==> src/rtl/fifo_port_scheduler.sv <==
// fifo_port_scheduler
//
// Purpose: shares the single write port of a FIFO between NUM_REQ producers
// with round-robin arbitration, and turns the FIFO read port into a
// valid/ready stream for one consumer. The FIFO is never written while full
// and never read while empty.
//
// Ports:
//   clk, rst          clock; asynchronous active-high reset
//   req, req_data     producer requests and words (slice i = producer i)
//   gnt               combinational one-hot grant (word accepted at this edge)
//   arb_en            0 freezes write acceptance; read side keeps running
//   wr_en, buf_in     registered FIFO write strobe and data
//   rd_en             combinational FIFO read strobe
//   buf_out           FIFO read data, valid the cycle after rd_en
//   buf_empty, buf_full, fifo_counter   FIFO status
//   out_valid, out_data, out_ready      consumer stream
module fifo_port_scheduler #(
    parameter int NUM_REQ    = 4,
    parameter int DATA_W     = 8,
    parameter int CNT_W      = 8,
    parameter int FIFO_DEPTH = 64
) (
    input  logic                      clk,
    input  logic                      rst,
    input  logic [NUM_REQ-1:0]        req,
    input  logic [NUM_REQ*DATA_W-1:0] req_data,
    output logic [NUM_REQ-1:0]        gnt,
    input  logic                      arb_en,
    output logic                      wr_en,
    output logic [DATA_W-1:0]         buf_in,
    output logic                      rd_en,
    input  logic [DATA_W-1:0]         buf_out,
    input  logic                      buf_empty,
    input  logic                      buf_full,
    input  logic [CNT_W-1:0]          fifo_counter,
    output logic                      out_valid,
    output logic [DATA_W-1:0]         out_data,
    input  logic                      out_ready
);

    localparam int             IDX_W     = $clog2(NUM_REQ);
    localparam logic [CNT_W:0] DEPTH_EXT = (CNT_W+1)'(FIFO_DEPTH);
    localparam logic [IDX_W:0] NREQ_EXT  = (IDX_W+1)'(NUM_REQ);

    typedef enum logic {
        RD_IDLE,
        RD_FETCH
    } rd_state_t;

    // Write side state
    logic               wr_en_q, wr_en_d;
    logic [DATA_W-1:0]  buf_in_q, buf_in_d;
    logic [IDX_W-1:0]   last_q, last_d;

    // Read side state
    rd_state_t          state_q, state_d;
    logic               out_valid_q, out_valid_d;
    logic [DATA_W-1:0]  out_data_q, out_data_d;
    logic               rd_en_c;

    // Arbitration signals
    logic [CNT_W:0]     occ_ext;
    logic               space;
    logic               grant_any;
    logic [IDX_W-1:0]   grant_idx;
    logic [IDX_W:0]     rr_sum;
    logic [NUM_REQ-1:0] gnt_c;
    logic [DATA_W-1:0]  sel_data;

    // The write already registered but not yet seen by the FIFO counter is
    // counted as occupied; reads in flight are ignored (conservative).
    assign occ_ext = {1'b0, fifo_counter} + {{CNT_W{1'b0}}, wr_en_q};
    assign space   = !buf_full && (occ_ext < DEPTH_EXT);

    // Round-robin search starting just after the last granted requester.
    always_comb begin
        grant_any = 1'b0;
        grant_idx = '0;
        rr_sum    = '0;
        if (!rst && arb_en && space) begin
            for (int k = 1; k <= NUM_REQ; k++) begin
                rr_sum = {1'b0, last_q} + (IDX_W+1)'(k);
                if (rr_sum >= NREQ_EXT) begin
                    rr_sum = rr_sum - NREQ_EXT;
                end
                if (!grant_any && req[rr_sum[IDX_W-1:0]]) begin
                    grant_any = 1'b1;
                    grant_idx = rr_sum[IDX_W-1:0];
                end
            end
        end
    end

    always_comb begin
        gnt_c    = '0;
        sel_data = '0;
        if (grant_any) begin
            gnt_c[grant_idx] = 1'b1;
        end
        for (int i = 0; i < NUM_REQ; i++) begin
            if (gnt_c[i]) begin
                sel_data = req_data[i*DATA_W +: DATA_W];
            end
        end
    end

    always_comb begin
        wr_en_d  = grant_any;
        buf_in_d = grant_any ? sel_data : buf_in_q;
        last_d   = grant_any ? grant_idx : last_q;
    end

    always_ff @(posedge clk or posedge rst) begin
        if (rst) begin
            wr_en_q  <= 1'b0;
            buf_in_q <= '0;
            last_q   <= IDX_W'(NUM_REQ - 1);
        end else begin
            wr_en_q  <= wr_en_d;
            buf_in_q <= buf_in_d;
            last_q   <= last_d;
        end
    end

    // Read FSM: IDLE issues rd_en when a word is available and the output
    // slot is free (or being emptied this edge); FETCH captures buf_out.
    always_comb begin
        state_d     = state_q;
        out_valid_d = out_valid_q;
        out_data_d  = out_data_q;
        rd_en_c     = 1'b0;
        case (state_q)
            RD_IDLE: begin
                rd_en_c = !rst && !buf_empty && (!out_valid_q || out_ready);
                if (rd_en_c) begin
                    state_d = RD_FETCH;
                end
                if (out_valid_q && out_ready) begin
                    out_valid_d = 1'b0;
                end
            end
            RD_FETCH: begin
                // A rd_en was only issued with the slot free or draining,
                // so the capture may overwrite the old word.
                out_data_d  = buf_out;
                out_valid_d = 1'b1;
                state_d     = RD_IDLE;
            end
            default: begin
                state_d = RD_IDLE;
            end
        endcase
    end

    always_ff @(posedge clk or posedge rst) begin
        if (rst) begin
            state_q     <= RD_IDLE;
            out_valid_q <= 1'b0;
            out_data_q  <= '0;
        end else begin
            state_q     <= state_d;
            out_valid_q <= out_valid_d;
            out_data_q  <= out_data_d;
        end
    end

    assign gnt       = gnt_c;
    assign wr_en     = wr_en_q;
    assign buf_in    = buf_in_q;
    assign rd_en     = rd_en_c;
    assign out_valid = out_valid_q;
    assign out_data  = out_data_q;

endmodule
==> config.mk <==
export PLATFORM = sky130hd
export DESIGN_NAME = fifo_port_scheduler
export DESIGN_NICKNAME = d
export VERILOG_FILES = /design/src/rtl/fifo_port_scheduler.sv
export SDC_FILE = /design/constraint.sdc
export NUM_CORES = 1
export LEC_CHECK = 0
export CORE_ASPECT_RATIO = 1.2
export CORE_MARGIN = 2
export CORE_UTILIZATION = 35
export DETAILED_ROUTE_END_ITERATION = 12
export PLACE_DENSITY_LB_ADDON = 0.08
export SLEW_MARGIN = 10
export SYNTH_ARGS = -nofsm -noshare
export SYNTH_HDL_FRONTEND = slang
export SYNTH_SLANG_ARGS = --single-unit
==> constraint.sdc <==
create_clock -name clk -period 1.8 [get_ports clk]
set_input_delay 0.18 -clock clk [delete_from_list [all_inputs] [get_ports clk]]
set_output_delay 0.18 -clock clk [all_outputs]
set_load 0.02 [all_outputs]
# Yosys cells after proc, flatten, opt, wreduce, memory -nomap -nowiden
# Cells that the tools add are included.
# W data, S select, Z words.
dict set report word_totals {
  wordCells 87
  regBits 21
  out_inout_bits 23
  in_bits 58
}
dict set report op_classes {
  bitwise_logic 1
  n_eq_ne 1
  addsub 9
  n_mux 41
  magnitude_cmp 11
  reduce_logical 18
}
# operator n
set op_table {}
lappend op_table {{$mux W8} 4}
lappend op_table {{$mux W2} 13}
lappend op_table {{$mux W1} 16}
lappend op_table {{$lt A2 B3 Y1 const B} 5}
lappend op_table {{$ge A3 B3 Y1 const B} 4}
lappend op_table {{$logic_and A1 B1 Y1} 10}
lappend op_table {{$add A8 B1 Y9} 1}
lappend op_table {{$lt A9 B7 Y1 const B} 1}
lappend op_table {{$bmux W1 S2} 4}
lappend op_table {{$sub A2 B1 Y2 const B} 4}
lappend op_table {{$logic_not A1 Y1} 7}
lappend op_table {{$add A2 B2 Y3 const B} 2}
lappend op_table {{$mux W4} 1}
lappend op_table {{$pmux W1 S2} 2}
lappend op_table {{$add A2 B1 Y3 const B} 1}
lappend op_table {{$add A2 B3 Y3 const B} 1}
lappend op_table {{$demux W1 S2} 1}
lappend op_table {{$ge A2 B1 Y1 const B} 1}
lappend op_table {{$ne A2 B2 Y1 const B} 1}
lappend op_table {{$logic_or A1 B1 Y1} 1}
lappend op_table {{$not A1 Y1} 1}

# Longest topological paths before layout
dict set report depth {
  depth_word 30
  mapped_depth 6
  mapped_depth_nobuf 6
}

# Worst setup path after synthesis
# No wires, ideal clock.
dict set report synth_path {
  path_type {input to output}
  start {in rst}
  end {out gnt[2]}
  arrival_ns 1.561
  setup_slack_ns 0.059
  path_buffers 1
  required_time_ns 1.620
  path_stages 5
  path_cell_list {inv_1 > o211a_1 > o311ai_4 > buf_6 > nor2_1}
}
dict set report synth_via {
  elab_chain_len 9
  word_cells_on_any_way 11
  classes_between {2 x order compare; 5 x mux; 4 x reduce/logical}
}
# item line
set synth_rtl {}
lappend synth_rtl {{from (decl)} 25} ;# input logic rst,
lappend synth_rtl {{$logic_not A1 Y1 (no source line) (*)} n/a}
lappend synth_rtl {{$logic_and A1 B1 Y1 (*) (2 in series)} 81} ;# if (!rst && arb_en && space) begin
lappend synth_rtl {{$mux W2} 81}
lappend synth_rtl {{$lt A2 B3 Y1 (implied by the code) or $ge A2 B1 Y1 (tied branches)} 99} ;# gnt_c[grant_idx] = 1'b1;
lappend synth_rtl {{$logic_and A1 B1 Y1 (implied by the code)} 99}
lappend synth_rtl {{$mux W1 (implied by the code)} 99}
lappend synth_rtl {{$demux W1 S2} 99}
lappend synth_rtl {{$mux W4 (*)} 98} ;# if (grant_any) begin
lappend synth_rtl {{to (decl)} 28} ;# output logic [NUM_REQ-1:0] gnt,
# Mark *: on every way between the ends. The rest lies on a longest branch, timed or not.

# Final worst setup path
dict set report layout_path {
  start {reg last_q[1]}
  end {out gnt[1]}
}
dict set report layout_via {
  elab_chain_len 25
  word_cells_on_any_way 53
  classes_between {8 x add/sub; 6 x order compare; 32 x mux; 7 x reduce/logical}
}
# item line
set layout_rtl {}
lappend layout_rtl {{from (decl)} 54} ;# logic [IDX_W-1:0] last_q, last_d;
lappend layout_rtl {{from (signal assigned)} 118} ;# last_q <= IDX_W'(NUM_REQ - 1);
lappend layout_rtl {{from (signal assigned)} 122} ;# last_q <= last_d;
lappend layout_rtl {{$add A2 B1 Y3} 83} ;# rr_sum = {1'b0, last_q} + (IDX_W+1)'(k);
lappend layout_rtl {{$ge A3 B3 Y1 or $sub A2 B1 Y2 (tied branches)} {84, 85}}
lappend layout_rtl {{$mux W2} 84} ;# if (rr_sum >= NREQ_EXT) begin
lappend layout_rtl {{$mux W2} 81}
lappend layout_rtl {{$bmux W1 S2} 87} ;# if (!grant_any && req[rr_sum[IDX_W-1:0]]) begin
lappend layout_rtl {{$mux W1 (implied by the code)} 87}
lappend layout_rtl {{$mux W1} 87}
lappend layout_rtl {{$mux W1} 81}
lappend layout_rtl {{[9 not listed]} n/a}
lappend layout_rtl {{$logic_and A1 B1 Y1} 87}
lappend layout_rtl {{$mux W2} 87}
lappend layout_rtl {{$mux W2} 81}
lappend layout_rtl {{$lt A2 B3 Y1 (implied by the code) or $ge A2 B1 Y1 (tied branches)} 99}
lappend layout_rtl {{$logic_and A1 B1 Y1 (implied by the code)} 99}
lappend layout_rtl {{$mux W1 (implied by the code)} 99}
lappend layout_rtl {{$demux W1 S2} 99}
lappend layout_rtl {{$mux W4 (*)} 98}
# Mark *: on every way between the ends. The rest lies on a longest branch, timed or not. The select of a mux whose other input is x is not followed.

==> impl_metrics.toml <==
[clock_tree]
htreeDepth = 1
cts_tree = "built"
clock_latency_ns = 0.25
clock-root-buffer = "clkbuf_8"
clockBufferDepth = 2
cts_hold_buffers = 0
cts_sinks = 21
clkTransAtPathRegs_ns = 0.07
numCtsBuffers = 3

[layout]
fin_nets = 263
stdcell_area_um2 = 2270
fin_util_pct = 68.6
area_delta_synth_final_pct = 87.9
layout-drive-gt1-share_pct = 27.9
diodes = 0

[setup_path]
crit_fanout = 6
critPathCaptureType = "output pin"
cp-start-kind = "flop"
r2r-start = "last_q[0]"
worstPathArrival_ns = 1.74
critPathRequiredTime_ns = 1.62
path_class = "flop to output pin"
crit_start = "last_q[1]"

[place]
hpwl_um = 2740
io_buffers = 80
place_congestion = 0.847
placed_area_um2 = 2150

[global_route]
grt_max_degree = 22
grt_pass1_wl_um = 5400
grtUsageTotal_pct = 17.8
grt_pass1_vias = 1206
grt_overflow = 0
antenna_found_initial = 0

[route]
wl_per_cell_um = 14.3
drt_pass1_iterations = 3
viasPerCell = 5.03
antenna_left = 0
vias = 1212
drt_iter0_markers = 21
drcViolationCount = 0
drt_wl_total_um = 3440

[status]
violations = "setup timing"
status = "finished with violations"

[timing]
skew_ns = 0.00194
slew_headroom_pct = 74.8
finalMaxSlewViolations = 0
rsz0062_at_grt = "yes"
tns_ns = -0.796
final.min_clock_period_ns = 1.92
final-setup-viol-count = 12
min_period_over_period_pct = 107
max_freq_mhz = 520
setup_slack_ns = -0.123
worst_pin_slew_ns = 0.375
finalHoldViolations = 0

[floorplan]
die_area_um2 = 3940
initial_core_util_pct = 36.5
die_y_um = 68.4
std_cell_rows = 23
die_x_um = 57.6
ios = 81
coreArea_um2 = 3310

[power_and_ir_drop]
power_leakage_nw = 1.00
power.total_mw = 2.03
peakVddDrop_uv = 827
p_per_area_nw_per_um2 = 892

[synthesis]
syn_nets = 164
yosysSeqAreaShare_pct = 43.7
synthCells = 106
synth.distinct_cells = 36
synth_area_um2 = 1210
synth_enable_flop_cells = 0
synth.ff_latch_count = 21
syn_area_per_cell_um2 = 11.4
ys_async_sr_fraction_pct = 100
synthFlopType = "dfrtp_1"
yosysWarnings = 0

[worst_hold_path]
min_path_type = "input pin to async pin"

[flow_run]
drv_cap = 0
## state kept, by name (all words and copies together) (netlist names)
| register | count |
|---|---|
| out_data | 8 |
| buf_in | 8 |
| out_valid | 1 |
| wr_en | 1 |
| state_q | 1 |
| last_q | 2 |
## where the power goes
part | switching (mW) | total (mW) | internal (mW)
clock | 0.145 | 0.299 | 0.154
sequential | 0.0709 | 0.675 | 0.605
combinational | 0.465 | 1.05 | 0.586
total | 0.682 | 2.03 | 1.34
## worst max-delay path, cell delays in order, from the launching register on
cell	delay, ns
dfstp_2	0.57
or3b_1	0.12
a21oi_2	0.06
o311ai_4	0.37
and3_4	0.25
buf_6	0.11
## cells in the final DEF, fill, tap and decap left out, types with 2 or more instances in the layout
cell type / instances
and3_4: 2
inv_2: 2
nor3_1: 2
o221ai_1: 5
dfrtp_1: 19
nand2b_1: 2
inv_1: 3
dlygate4sd2_1: 4
nor2_1: 4
clkdlybuf4s50_1: 72
nand2_1: 11
buf_4: 17
mux2i_1: 15
mux2_2: 8
o221ai_2: 3
a21oi_2: 2
dfstp_2: 2
clkbuf_8: 3
buf_6: 5
## area by class of cell
cell class,count,area [um^2]
Clock inverter,1,5.00
Fill cell,253,1040
Multi-Input combinational cell,75,687
Timing Repair Buffer,99,945
Inverter,5,18.8
Clock buffer,3,41.3
Tap cell,37,46.3
Sequential cell,21,528
## through the flow
stage | instances | setup WS, ns | hold slack, ns
5_1_grt | 241 | -0.200 | 0.409
4_1_cts | 241 | -0.125 | 0.368
3_5_place_dp | 233 | -0.600 | 0.475
3_3_place_gp | 233 | -0.565 | 0.469
6_report | 241 | -0.123 | 0.343
2_1_floorplan | 106 | 0.0593 | 0.163
## cell usage after synthesis (2+ instances only)
cell      number  area, um^2
dfstp_2        2        52.6
o221ai_2       3        45.0
clkbuf_1       2        7.51
nor3_1         2        10.0
nand2_1       11        41.3
inv_1          4        15.0
dfrtp_1       19         475
nand2b_1       3        18.8
and3_1         2        12.5
o221ai_1       5        43.8
nor2_1         5        18.8
mux2i_1       16         160
mux2_2         8        90.1
a21oi_1        2        10.0
## worst paths after layout
check,slack (ns),cells after the start,to
worst min-delay path,0.34,3,out_valid
max in group asynchronous,1.18,3,last_q[1]
worst max register to register,-0.08,8,buf_in[2]
worst min register to register,0.49,1,out_valid
min in group clk,0.47,2,state_q
worst max-delay path,-0.12,5,gnt[1]
## cell families (layout without fill, tap and decap cells)
kind of cell           count (synthesis)  after routing  share of synthesized area [%]
muxes                                 24             24                           20.7
AOI/OAI and AO/OA                     18             18                           16.9
and+or+nand+nor                       33             33                           14.6
buffers and inverters                 10            108                           4.14
DFF                                   21             21                           43.7
## repair_timing
action,in CTS,in global routing
gates resized for setup,36,1
gates cloned,0,0
endpoints found under the setup margin,13,12
buffers inserted,4,0
pin swaps,8,0
## layer usage
metal / global-route usage [%] / vias up / part of all wire [%]
met4: 5.81 / 0 / 0.61
met3: 3.78 / 2 / 7.3
met5: 0 / - / 0
met1: 19.9 / 578 / 38
met2: 33.4 / 44 / 54
li1: - / 588 / -
No activity file was read; power rests on OpenSTA's default activity.
